**src/rtl/hsm_arbiter.sv**
```systemverilog
// Two-requester HSM transaction arbiter. Sequences the PH1/PH2/PH3 GPIO handshake with per-phase timeout.
// Optional HSM_ARB_SYNC_EN: double-flop synchronizers on the in1/in2 acknowledges.
//
// state | meaning
// IDLE  | no owner, waiting for req
// PH1   | out=0001, waiting for in1_s (bounded by TIMEOUT)
// PH2   | out=0010, waiting for in2_s (bounded by TIMEOUT)
// PH3   | out=0100, one-cycle done pulse to owner
// ERR   | out=1000, one-cycle err pulse to owner
module hsm_arbiter #(
  parameter int unsigned TIMEOUT = 200
) (
  input  logic       clk,
  input  logic       reset,
  input  logic [1:0] req,
  input  logic       in1,
  input  logic       in2,
  output logic [1:0] grant,
  output logic [3:0] out,
  output logic [1:0] done,
  output logic [1:0] err,
  output logic       busy
);

  typedef enum logic [2:0] {IDLE, PH1, PH2, PH3, ERR} state_t;

  localparam logic [7:0] TC = 8'(TIMEOUT - 1);

  state_t     state, state_nx;
  logic [7:0] cnt, cnt_nx;
  logic [1:0] grant_nx;
  logic [3:0] out_nx;
  logic       last, last_nx;
  logic       in1_s, in2_s;

`ifdef HSM_ARB_SYNC_EN
  logic [1:0] sync1, sync2;

  always_ff @(posedge clk) begin
    if (reset) begin
      sync1 <= 2'b00;
      sync2 <= 2'b00;
    end else begin
      sync1 <= {sync1[0], in1};
      sync2 <= {sync2[0], in2};
    end
  end

  assign in1_s = sync1[1];
  assign in2_s = sync2[1];
`else
  assign in1_s = in1;
  assign in2_s = in2;
`endif

  always_comb begin
    state_nx = state;
    cnt_nx   = cnt;
    grant_nx = grant;
    last_nx  = last;
    case (state)
      IDLE: begin
        if (req != 2'b00) begin
          state_nx = PH1;
          cnt_nx   = 8'd0;
          // on a tie, the requester not served last wins
          if (req == 2'b01)      grant_nx = 2'b01;
          else if (req == 2'b10) grant_nx = 2'b10;
          else                   grant_nx = last ? 2'b01 : 2'b10;
        end
      end
      PH1: begin
        if (in1_s) begin
          state_nx = PH2;
          cnt_nx   = 8'd0;
        end else if (cnt == TC) begin
          state_nx = ERR;
        end else begin
          cnt_nx = cnt + 8'd1;
        end
      end
      PH2: begin
        if (in2_s) begin
          state_nx = PH3;
          cnt_nx   = 8'd0;
        end else if (cnt == TC) begin
          state_nx = ERR;
        end else begin
          cnt_nx = cnt + 8'd1;
        end
      end
      PH3, ERR: begin
        state_nx = IDLE;
        grant_nx = 2'b00;
        last_nx  = grant[1];
      end
      default: begin
        state_nx = IDLE;
        grant_nx = 2'b00;
      end
    endcase
  end

  always_comb begin
    out_nx = 4'b0000;
    case (state_nx)
      PH1:     out_nx = 4'b0001;
      PH2:     out_nx = 4'b0010;
      PH3:     out_nx = 4'b0100;
      ERR:     out_nx = 4'b1000;
      default: out_nx = 4'b0000;
    endcase
  end

  always_ff @(posedge clk) begin
    if (reset) begin
      state <= IDLE;
      cnt   <= 8'd0;
      grant <= 2'b00;
      out   <= 4'b0000;
      last  <= 1'b1;
    end else begin
      state <= state_nx;
      cnt   <= cnt_nx;
      grant <= grant_nx;
      out   <= out_nx;
      last  <= last_nx;
    end
  end

  assign done = (state == PH3) ? grant : 2'b00;
  assign err  = (state == ERR) ? grant : 2'b00;
  assign busy = (state != IDLE);

endmodule

```
**config.mk**
```make
export PLATFORM = sky130hd
export DESIGN_NAME = hsm_arbiter
export DESIGN_NICKNAME = d
export VERILOG_FILES = /design/src/rtl/hsm_arbiter.sv
export SDC_FILE = /design/constraint.sdc
export NUM_CORES = 1
export LEC_CHECK = 0
export ABC_AREA = 1
export BUFFER_PORTS_ARGS = -buffer_cell sky130_fd_sc_hd__buf_2
export CAP_MARGIN = 10
export CORE_MARGIN = 1
export CORE_UTILIZATION = 35
export CTS_CLUSTER_DIAMETER = 120
export DETAILED_ROUTE_END_ITERATION = 8
export GPL_TIMING_DRIVEN = 0
export HOLD_SLACK_MARGIN = 0.1
export PLACE_DENSITY_LB_ADDON = 0.08
export SYNTH_ARGS = -nofsm -noshare
export SYNTH_HDL_FRONTEND = slang
export SYNTH_SLANG_ARGS = --single-unit
```
**constraint.sdc**
```tcl
create_clock -name clk -period 3.7 [get_ports clk]
set_input_delay 0.74 -clock clk [delete_from_list [all_inputs] [get_ports clk]]
set_output_delay 0.74 -clock clk [all_outputs]
set_load 0.03 [all_outputs]
```
# == Word level (Yosys, flattened, before mapping) ==
# Index checks and enable logic that the tools add are counted.
# classes
reduce_logical,8
muxes,18
n_eq_ne,12
n_addsub,1
bitwise,1
# op_table
operator,count
$mux W8,4
$pmux W8 S3,1
$pmux W4 S4,1
$eq A3 B2 Y1 const B,4
$mux W2,6
$mux W3,4
$pmux W3 S3,1
$add A8 B1 Y8 const B,1
$eq A8 B8 Y1 const B,1
$eq A3 B1 Y1 const B,2
$eq A3 B3 Y1 const B,2
$reduce_bool A3 Y1,2
$pmux W2 S2,1
$reduce_and A2 Y1,2
$reduce_or A2 Y1,2
$logic_not A3 Y1,1
$eq A2 B1 Y1 const B,1
$eq A2 B2 Y1 const B,1
$ne A2 B2 Y1 const B,1
$reduce_bool A2 Y1,1
$not A1 Y1,1
# word_totals
input_bits,6
register_bits,18
out_inout_bits,11
wordCells,45

# == Logic depth before layout (Yosys ltp) ==
# Gate-level depths: netlist of run 1.
# logic_depth
ltp_word,6
ltp_mapped,8
ltp_nobuf,8

# == Least setup slack after synthesis of run 1 ==
# Ideal clock, no wire load.
# synth_path
path_type,flip-flop to output port
startpoint,register state[1]
endpoint,output err[1]
slack_ps,1859
path_buffers,0
arrival_ps,1101
required_ps,2960
path_stages_with_launch,4
path_cell_list,dfxtp_1 > nor2_4 > nand2_1 > nor2_1
# synth_via
elab_chain_cells,2
# synth_rtl
item,line_no,text
from (decl),29,"state_t state, state_nx;"
from (signal assigned),123,state <= state_nx;
$eq A3 B3 Y1,132,assign err = (state == ERR) ? grant : 2'b00;
$mux W2,132,
to (decl),21,"output logic [1:0] err,"
# Every way passes these cells.

# == Worst setup path after layout of run 1 ==
# Ends and elaborated chain as after synthesis.

==> results.py, run 1 <==
metrics = {
    "routing": {
        "drc_errors": 0,
        "via_per_inst": 4.72,
        "dr.pass1.iters": 4,
        "num_vias": 977,
        "ant_nets": 0,
        "post_drt_wl_per_cell_um": 10.3,
        "wl_mm": 2.12,
        "drt_iter0_markers": 37,
    },
    "setup_path": {
        "max_stage_delay_ns": 0.41,
        "arrival_ns": 1.39,
        "crit_chain": "nor2_4, nand2_1, nor2_1, buf_2",
        "cp_max_fo": 7,
        "worstSetupPathType": "register to output pin",
        "startpoint_type": "register",
        "cp-end-kind": "output pin",
        "worst-path-buf-inv": 1,
        "cp.required_ns": 2.96,
        "path_delay_family": "simple AND/OR/NAND/NOR gates",
        "cpMaxStageDelayCell": "dfxtp_1",
    },
    "finish": {
        "layout.nets": 185,
        "num-fill-cells": 291,
        "drive_above_1_share_pct": 18.6,
        "syn_to_final_growth_pct": 15.0,
        "design_area_um2": 1140,
        "diodes": 0,
        "stdcell_count": 207,
    },
    "placement": {
        "placed_cells": 203,
        "place.gp.congestion": 0.788,
        "placed_area_um2": 1100,
        "dp_hpwl_mm": 1.61,
        "port_buffers": 15,
    },
    "cts": {
        "clk_pin_slew_ns": 0.11,
        "holdBufCountCts": 0,
        "cts-root-buf": "clkbuf_4",
        "clock_latency_ns": 0.29,
        "post_cts.repair.setup_buffers": 0,
        "cts.htree.levels": 1,
        "cts_tree": "yes",
        "post_cts_resized": 0,
        "clock_sinks": 18,
        "cts_buffers": 3,
        "clk_path_buf_depth": 2,
    },
    "hold_path": {
        "hp-class": "register to register",
    },
    "synthesis": {
        "synthMostInstantiatedCell": "nand2_1",
        "synth_cells": 158,
        "syn_area_um2": 991,
        "yosys_warnings": 0,
        "synth.distinct_cells": 21,
        "yosysTopAreaCell": "dfxtp_1",
        "yosysSeqAreaShare_pct": 36.4,
        "synth-edff-count": 0,
        "avgSynthCellArea_um2": 6.27,
        "synth_area_leaders": "dfxtp_1 (36%), nand2_1 (18%), nand3_1 (9.6%), nor2_1 (9.5%), inv_1 (6.4%)",
        "synth_nets": 165,
        "netlist_top_cells_count": "nand2_1 (47), nor2_1 (25), nand3_1 (19)",
        "async_flop_share_pct": 0,
        "yosysTopAreaCellShare_pct": 36.4,
        "ys_seq_elements": 18,
        "ys.flop_type": "dfxtp_1",
    },
    "global_routing": {
        "grt_antenna_before_repair": 0,
        "grt_first_pass_wirelength_mm": 3.73,
        "grt_max_degree": 11,
        "grt_pass1_vias": 876,
        "overflow": 0,
        "track_usage_pct": 15.1,
    },
    "job": {
        "drv_cap": 0,
    },
    "timing": {
        "setup_viol": 0,
        "fmax_mhz": 470,
        "maxSlewViolCount": 0,
        "fin_tns_setup_ns": 0,
        "final.period_utilization_pct": 57.5,
        "hold_viol": 0,
        "max_slew.worst_pin.slew_ns": 0.355,
        "relSlewSlack_pct": 76.3,
        "period_needed_ns": 2.13,
        "grt_setup_unrepaired": "false",
        "skew_ns": 0.000828,
    },
    "pwr": {
        "finalPower_mw": 0.452,
        "p_switching_mw": 0.151,
        "p_clk_share_pct": 27.6,
        "p_comb_share_pct": 24.3,
        "pwr-share-seq_pct": 48.0,
        "peakVddDrop_mv": 0.234,
        "p_sw_share_pct": 33.5,
        "power_density_nw_per_um2": 396,
        "p_int_mw": 0.300,
        "p_leak_nw": 0.550,
    },
    "floorplanning": {
        "rows": 18,
        "fp.dieArea_um2": 3050,
        "initial_utilization_pct": 38.6,
        "core_um2": 2570,
        "die_h_um": 55.2,
        "die_x_um": 55.2,
        "ioPinCount": 17,
    },
    "outcome": {
        "status": "finished, final reports clean",
    },
}
[final cells by class]
cell class                      instances  area, um^2  area share (%)
Tap cell                               30        37.5            3.29
Sequential cell                        18         360            31.6
Inverter                               23        86.3            7.57
Clock buffer                            4        36.3            3.18
Buffer                                  1        3.75           0.329
Timing Repair Buffer                   15        75.1            6.59
Multi-Input combinational cell        116         541            47.4
[power by group through the flow]
stage / clock network [mW] / registers, mW / logic (mW)
finish: 0.125 / 0.217 / 0.110
global route: 0.140 / 0.219 / 0.124
CTS: 0.129 / 0.217 / 0.111
detailed placement: 0 / 0.221 / 0.110
global placement: 0 / 0.221 / 0.108
floorplan: 0 / 0.232 / 0.0715
[metal layers]
layer | GRT usage (%) | wire length (um) | part of all wire, % | vias up
met5 | 0 | 0 | 0 | -
met4 | 5.36 | 21 | 0.99 | 0
met3 | 2.81 | 97 | 4.6 | 2
met2 | 21.9 | 891 | 42 | 22
met1 | 22.1 | 1110 | 52 | 422
li1 | - | - | - | 531
[sequential cells by signal, summed over array words and instances (netlist names)]
name / count
out: 4
last: 1
grant: 2
state: 3
cnt: 8
[worst paths after layout]
kind / start / end / slack [ns] / cells past startpoint
worst max-delay path: state[1] / err[1] / 1.57 / 4
worst min-delay path: cnt[7] / cnt[7] / 0.50 / 2
worst max register to register: cnt[1] / cnt[3] / 2.23 / 8
worst min register to register: cnt[7] / cnt[7] / 0.50 / 2
[per-stage QoR]
step                util (%)  hold slack, ns  setup WS (ns)
floorplan                  -           0.470           1.86
global placement        43.0           0.484           1.91
detailed placement      43.0           0.489           1.91
CTS                     44.4           0.506           1.56
global route            44.4           0.529           1.44
finish                  44.4           0.501           1.57
[tightest hold or removal path, delay by kind of cell, from the launching register on]
kind / cells / cell delay [ns]
DFF: 1 / 0.35
and+or+nand+nor: 1 / 0.07
AOI/OAI and AO/OA: 1 / 0.05
[kinds of logic after synthesis]
kind of cell               after synthesis  synth area share [%]
and+or+nand+nor                        104                  46.0
buffers and inverters                   24                  9.09
DFF                                     18                  36.4
AOI/OAI and AO/OA                       10                  6.44
xor gates and xnor gates                 1                 0.884
adders and majority gates                1                  1.26
[layout by cell type, fill, tap and decap left out, drive strengths merged]
cell type | netlist | routed
nand2 | 51 | 51
nor2 | 27 | 27
inv | 23 | 23
nand3 | 20 | 20
dfxtp | 18 | 18
buf | 1 | 16
a21oi | 5 | 5
o21ai | 4 | 4
clkbuf | 0 | 4
nor3 | 3 | 3
nor3b | 2 | 2
xnor2 | 1 | 1
nand3b | 1 | 1
o21a | 1 | 1
ha | 1 | 1
(Power assumes the default switching activity.)
==> run 2: changes to the inputs <==
--- a/config.mk
+++ b/config.mk
@@ -5,7 +5,7 @@
 export SDC_FILE = /design/constraint.sdc
 export NUM_CORES = 1
 export LEC_CHECK = 0
-export ABC_AREA = 1
+export ABC_AREA = 0
 export BUFFER_PORTS_ARGS = -buffer_cell sky130_fd_sc_hd__buf_2
 export CAP_MARGIN = 10
 export CORE_MARGIN = 1
==> constraint.sdc (replaced) <==
create_clock -name clk -period 1.7 [get_ports clk]
set_input_delay 0.34 -clock clk [delete_from_list [all_inputs] [get_ports clk]]
set_output_delay 0.34 -clock clk [all_outputs]
set_load 0.03 [all_outputs]
==> run 2 against run 1 <==
Compared with the run above: design area rose by 11%; clock skew up 0.0091 ns; power grew 100%; setup slack lost 1.5 ns; synthesized cell count shrank 30%; sequential share of layout area shrank 2.2 points; hold slack worse by 0.14 ns; count of clock-buffer cells in the layout stayed put; core utilization up 5.6 points; synthesized area fell by 4.5%; critical path depth is 1 higher; critical path type is now register to register; largest cell class unchanged.
==> results.py, run 2 <==
metrics = {
    "timing": {
        "fmax_mhz": 601,
        "relSlewSlack_pct": 68.9,
        "max_slew.worst_pin.slew_ns": 0.467,
        "final.period_utilization_pct": 97.8,
        "hold_viol": 0,
        "grt_setup_unrepaired": "true",
        "hold_ws_ns": 0.361,
        "period_needed_ns": 1.66,
        "setup_viol": 0,
        "skew_ns": 0.00997,
        "maxSlewViolCount": 0,
    },
    "setup_path": {
        "cp_max_fo": 5,
        "worstSetupPathType": "register to register",
        "rr_worst_depth": 5,
        "cp-end-kind": "register",
        "cp.required_ns": 1.93,
        "startpoint_type": "register",
        "arrival_ns": 1.89,
    },
    "floorplanning": {
        "core_um2": 2520,
        "initial_utilization_pct": 37.5,
        "rows": 18,
        "die_h_um": 54.0,
        "ioPinCount": 17,
        "die_x_um": 54.0,
        "fp.dieArea_um2": 2910,
    },
    "synthesis": {
        "synth.distinct_cells": 43,
        "netlist_top_cells_count": "dfxtp_1 (18), nor2_1 (10), a21oi_1 (9)",
        "async_flop_share_pct": 0,
        "ys.flop_type": "dfxtp_1",
        "synth_cells": 110,
        "syn_area_um2": 946,
        "yosys_warnings": 0,
        "yosysTopAreaCell": "dfxtp_1",
        "yosysSeqAreaShare_pct": 38.1,
        "avgSynthCellArea_um2": 8.60,
        "ys_seq_elements": 18,
        "yosysTopAreaCellShare_pct": 38.1,
        "synth_nets": 117,
        "synthMostInstantiatedCell": "dfxtp_1",
        "synth_area_leaders": "dfxtp_1 (38%), a21oi_1 (4.8%), o21ai_0 (4.2%), nor2_1 (4.0%), and3_1 (3.3%)",
        "synth-edff-count": 0,
    },
    "finish": {
        "diodes": 0,
        "reg_top3": "cnt: 8 flops, out: 4 flops, state: 3 flops",
        "syn_to_final_growth_pct": 33.3,
        "layout.area.seq_um2": 370,
        "largest-register": "cnt",
        "stdcell_count": 170,
        "design_area_um2": 1260,
        "largest_reg_flops": 8,
        "multi_input_area_um2": 592,
        "final_cell_mix": "buf_2 (15), dfxtp_1 (14), buf_4 (13)",
        "layout.nets": 148,
        "num-fill-cells": 246,
        "drive_above_1_share_pct": 37.1,
        "final_common_cell": "buf_2",
    },
    "cts": {
        "cts.htree.levels": 1,
        "cts_buffers": 3,
        "cts_tree": "yes",
        "clock_latency_ns": 0.29,
        "clock_sinks": 18,
        "clk_path_buf_depth": 2,
        "clk_pin_slew_ns": 0.11,
        "cts-root-buf": "clkbuf_4",
    },
    "global_routing": {
        "track_usage_pct": 16.3,
        "grt_antenna_before_repair": 0,
        "grt_max_degree": 11,
        "overflow": 0,
        "grt_pass1_vias": 803,
        "grt_first_pass_wirelength_mm": 3.46,
    },
    "routing": {
        "wl_mm": 2.21,
        "drc_errors": 0,
        "ant_nets": 0,
        "drt_iter0_markers": 33,
        "via_per_inst": 5.42,
        "num_vias": 921,
        "post_drt_wl_per_cell_um": 13.0,
        "dr.pass1.iters": 4,
    },
    "pwr": {
        "p_switching_mw": 0.255,
        "p_comb_share_pct": 22.7,
        "p_int_mw": 0.664,
        "peakVddDrop_mv": 0.401,
        "p_sw_share_pct": 27.8,
        "p_clk_share_pct": 28.0,
        "power_density_nw_per_um2": 729,
        "pwr-share-seq_pct": 49.3,
        "p_leak_nw": 0.542,
    },
    "hold_path": {
        "holdPathStages": 2,
        "hp-class": "input pin to register",
    },
    "placement": {
        "dp_hpwl_mm": 1.49,
        "port_buffers": 16,
        "placed_cells": 156,
        "place.gp.congestion": 0.813,
        "placed_area_um2": 1070,
    },
    "job": {
        "drv_cap": 0,
    },
    "outcome": {
        "status": "finished, final reports clean",
    },
}
==> run 2: area by class of cell <==
type | count | area share (%)
tap | 30 | 2.98
multi-input combinational | 82 | 46.9
sequential | 18 | 29.4
inverter | 4 | 1.19
buffer | 4 | 2.98
clock buffer | 4 | 2.88
timing repair buffer | 28 | 13.7
==> run 2: metal layers <==
layer / wire [um] / GRT usage [%] / up-vias
met5: 0 / 0 / -
met4: 15 / 5.13 / 0
met3: 79 / 3.67 / 2
met2: 1100 / 28.0 / 20
met1: 1010 / 19.9 / 433
li1: - / - / 466
==> run 2: cells by family after synthesis <==
logic type	after synthesis	synth area share, %
compound gates	29	21.3
buf+inv	10	6.08
mux	1	1.06
fa+ha+maj	2	2.38
xor+xnor	1	0.926
flops	18	38.1
simple gates	49	30.2
==> run 2: worst max-delay path, stage by stage (launching register included) <==
cell,delay (ns)
dfxtp_4,0.38
ha_4,0.17
and4b_1,0.21
and3_4,0.20
or4_4,0.52
a21oi_2,0.14
==> run 2: repair_timing <==
action	4_1_cts	5_1_grt
resized for setup	8	12
pin swaps	0	7
setup endpoints to repair	9	10
cloned	0	0
setup buffers	2	10
hold buffers	0	0
==> run 2: per-stage QoR <==
step	setup WS, ns	TNS, ns	power, mW	util (%)
2_1_floorplan	0.00852	0	0.586	-
3_3_place_gp	-0.125	-0.248	0.628	42.3
3_5_place_dp	-0.152	-0.307	0.631	42.3
4_1_cts	-0.00667	-0.0124	0.906	44.9
5_1_grt	-0.0210	-0.0323	0.974	50.0
6_report	0.0372	0	0.919	50.0
==> run 2: path summary, 6_finish.rpt <==
kind | start | slack, ns | end
setup reg to reg | cnt[1] | 0.04 | cnt[3]
setup / recovery | cnt[1] | 0.04 | cnt[3]
hold / removal | reset | 0.36 | out[1]
hold reg to reg | grant[1] | 0.50 | grant[1]
==> run 2: power groups by stage <==
stage | logic, mW | clock network [mW] | registers, mW
global placement | 0.169 | 0 | 0.460
detailed placement | 0.171 | 0 | 0.460
floorplan | 0.110 | 0 | 0.476
CTS | 0.184 | 0.274 | 0.448
finish | 0.208 | 0.257 | 0.453
global route | 0.226 | 0.293 | 0.456
==> run 3: changes to the inputs <==
--- a/config.mk
+++ b/config.mk
@@ -8,6 +8,8 @@
 export ABC_AREA = 0
 export BUFFER_PORTS_ARGS = -buffer_cell sky130_fd_sc_hd__buf_2
 export CAP_MARGIN = 10
+export CELL_PAD_IN_SITES_DETAIL_PLACEMENT = 0
+export CELL_PAD_IN_SITES_GLOBAL_PLACEMENT = 1
 export CORE_MARGIN = 1
 export CORE_UTILIZATION = 35
 export CTS_CLUSTER_DIAMETER = 120
==> run 3 against run 2 <==
Compared with the run above: count of clock-buffer cells in the layout stayed put; combinational power is 12% lower; sequential cell count stayed put; sequential share of layout area is 2.4 points higher; critical endpoint unchanged; largest cell class unchanged.
==> results.py, run 3 (synthesized netlist as in run 2, its figures left out) <==
metrics = {
    "finish": {
        "layout.nets": 142,
        "largest-register": "cnt",
        "final_common_cell": "buf_2",
        "syn_to_final_growth_pct": 25.5,
        "design_area_um2": 1190,
        "diodes": 0,
        "largest_reg_flops": 8,
        "stdcell_count": 164,
        "layout.core_utilization_pct": 47.1,
        "drive_above_1_share_pct": 32.1,
        "reg_top3": "cnt: 8 flops, out: 4 flops, state: 3 flops",
        "final_cell_mix": "buf_2 (15), dfxtp_1 (13), a21oi_1 (9), nor2_1 (9), buf_4 (8)",
    },
    "floorplanning": {
        "initial_utilization_pct": 37.5,
        "die_x_um": 54.0,
        "fp.dieArea_um2": 2910,
        "die_h_um": 54.0,
        "ioPinCount": 17,
        "core_um2": 2520,
        "rows": 18,
    },
    "setup_path": {
        "arrival_ns": 1.88,
        "crit_chain": "ha_4, and4b_1, and3_4, or4_1, a21oi_1",
        "crit_path_end": "cnt[3]",
        "rr_worst_depth": 5,
        "rr_startpoint": "cnt[0]",
        "cp-end-kind": "register",
        "rrSetupSlack_ns": 0.05,
        "cpMaxStageDelayCell": "or4_1",
        "cp_max_fo": 5,
        "worstSetupPathType": "register to register",
        "startpoint_type": "register",
        "startpoint": "cnt[0]",
        "max_stage_delay_ns": 0.50,
        "cp.required_ns": 1.93,
        "worstReg2RegEnd": "cnt[3]",
    },
    "cts": {
        "clock_latency_ns": 0.29,
        "cts.htree.levels": 1,
        "clk_pin_slew_ns": 0.10,
        "cts_tree": "yes",
        "cts_buffers": 3,
        "clk_path_buf_depth": 2,
        "holdBufCountCts": 0,
        "cts-root-buf": "clkbuf_4",
        "clock_sinks": 18,
    },
    "placement": {
        "placed_cells": 156,
        "place.gp.congestion": 0.748,
        "dp_hpwl_mm": 1.46,
        "place_ws_ns": -0.130,
        "placed_area_um2": 1070,
        "port_buffers": 16,
    },
    "routing": {
        "num_vias": 904,
        "wl_mm": 2.18,
        "dr.pass1.iters": 4,
        "via_per_inst": 5.51,
        "drt_iter0_markers": 15,
        "ant_nets": 0,
        "post_drt_wl_per_cell_um": 13.3,
        "drc_errors": 0,
    },
    "job": {
        "drv_cap": 0,
    },
    "timing": {
        "hold_viol": 0,
        "setup_viol": 0,
        "maxSlewViolCount": 0,
        "period_needed_ns": 1.65,
        "final.period_utilization_pct": 97.1,
        "skew_ns": 0.00266,
        "fmax_mhz": 606,
        "relSlewSlack_pct": 71.7,
        "setup_ws_ns": 0.0499,
        "max_slew.worst_pin.slew_ns": 0.423,
    },
    "global_routing": {
        "grt_max_degree": 12,
        "overflow": 0,
        "grt_pass1_vias": 826,
        "grt_first_pass_wirelength_mm": 3.60,
        "track_usage_pct": 17.3,
        "grt_antenna_before_repair": 0,
    },
    "pwr": {
        "finalPower_mw": 0.909,
        "peakVddDrop_mv": 0.407,
        "power_density_nw_per_um2": 766,
        "p_leak_nw": 0.493,
    },
    "hold_path": {
        "holdPathStages": 2,
        "hp-class": "input pin to register",
    },
    "outcome": {
        "status": "finished, final reports clean",
    },
}
run 3: per-layer routing:
| metal | part of all wire [%] | track usage [%] | vias up |
|---|---|---|---|
| met4 | 1.5 | 7.69 | 0 |
| met2 | 46 | 28.6 | 17 |
| li1 | - | - | 467 |
| met3 | 4.1 | 2.54 | 4 |
| met5 | 0 | 0 | - |
| met1 | 48 | 22.1 | 416 |
run 3: critical path, delay by kind of cell (launching register included):
| kind | cells | cell delay [ns] |
|---|---|---|
| adder cells (fa/ha/maj) | 1 | 0.17 |
| AND/OR/NAND/NOR | 3 | 0.90 |
| flip-flops | 1 | 0.38 |
| AO/OA/AOI/OAI | 1 | 0.14 |
run 3: power by group:
| part | total, mW | internal [mW] | switching (mW) |
|---|---|---|---|
| registers | 0.461 | 0.438 | 0.0239 |
| logic | 0.184 | 0.0819 | 0.102 |
| clock network | 0.264 | 0.130 | 0.134 |
run 3: layout make-up:
class,count,area (um^2)
inverters,4,15.0
well taps,30,37.5
clock buffers,4,36.3
repair buffers,23,135
multi-input cells,83,572
flip-flops and latches,18,377
fillers,249,1340
plain buffers,2,15.0
run 3: worst min-delay path by stage:
stage	start	endpoint
floorplan	reset	out[1]
global placement	cnt[7]	cnt[7]
detailed placement	cnt[7]	cnt[7]
CTS	reset	out[1]
global route	reset	out[1]
finish	reset	out[1]
run 3: per-stage QoR:
step                       TNS, ns  hold slack [ns]
after floorplan                  0            0.416
after CTS                 -0.00348            0.300
after global routing       -0.0281            0.302
after global placement      -0.271            0.475
final                            0            0.324
after detailed placement    -0.273            0.478
run 3: what timing repair did:
item,in CTS,in global routing
buffers inserted,0,7
gates resized for setup,9,9
pin swaps,0,5
cloned,1,0
endpoints found under the hold margin,0,0
endpoints found under the setup margin,8,11
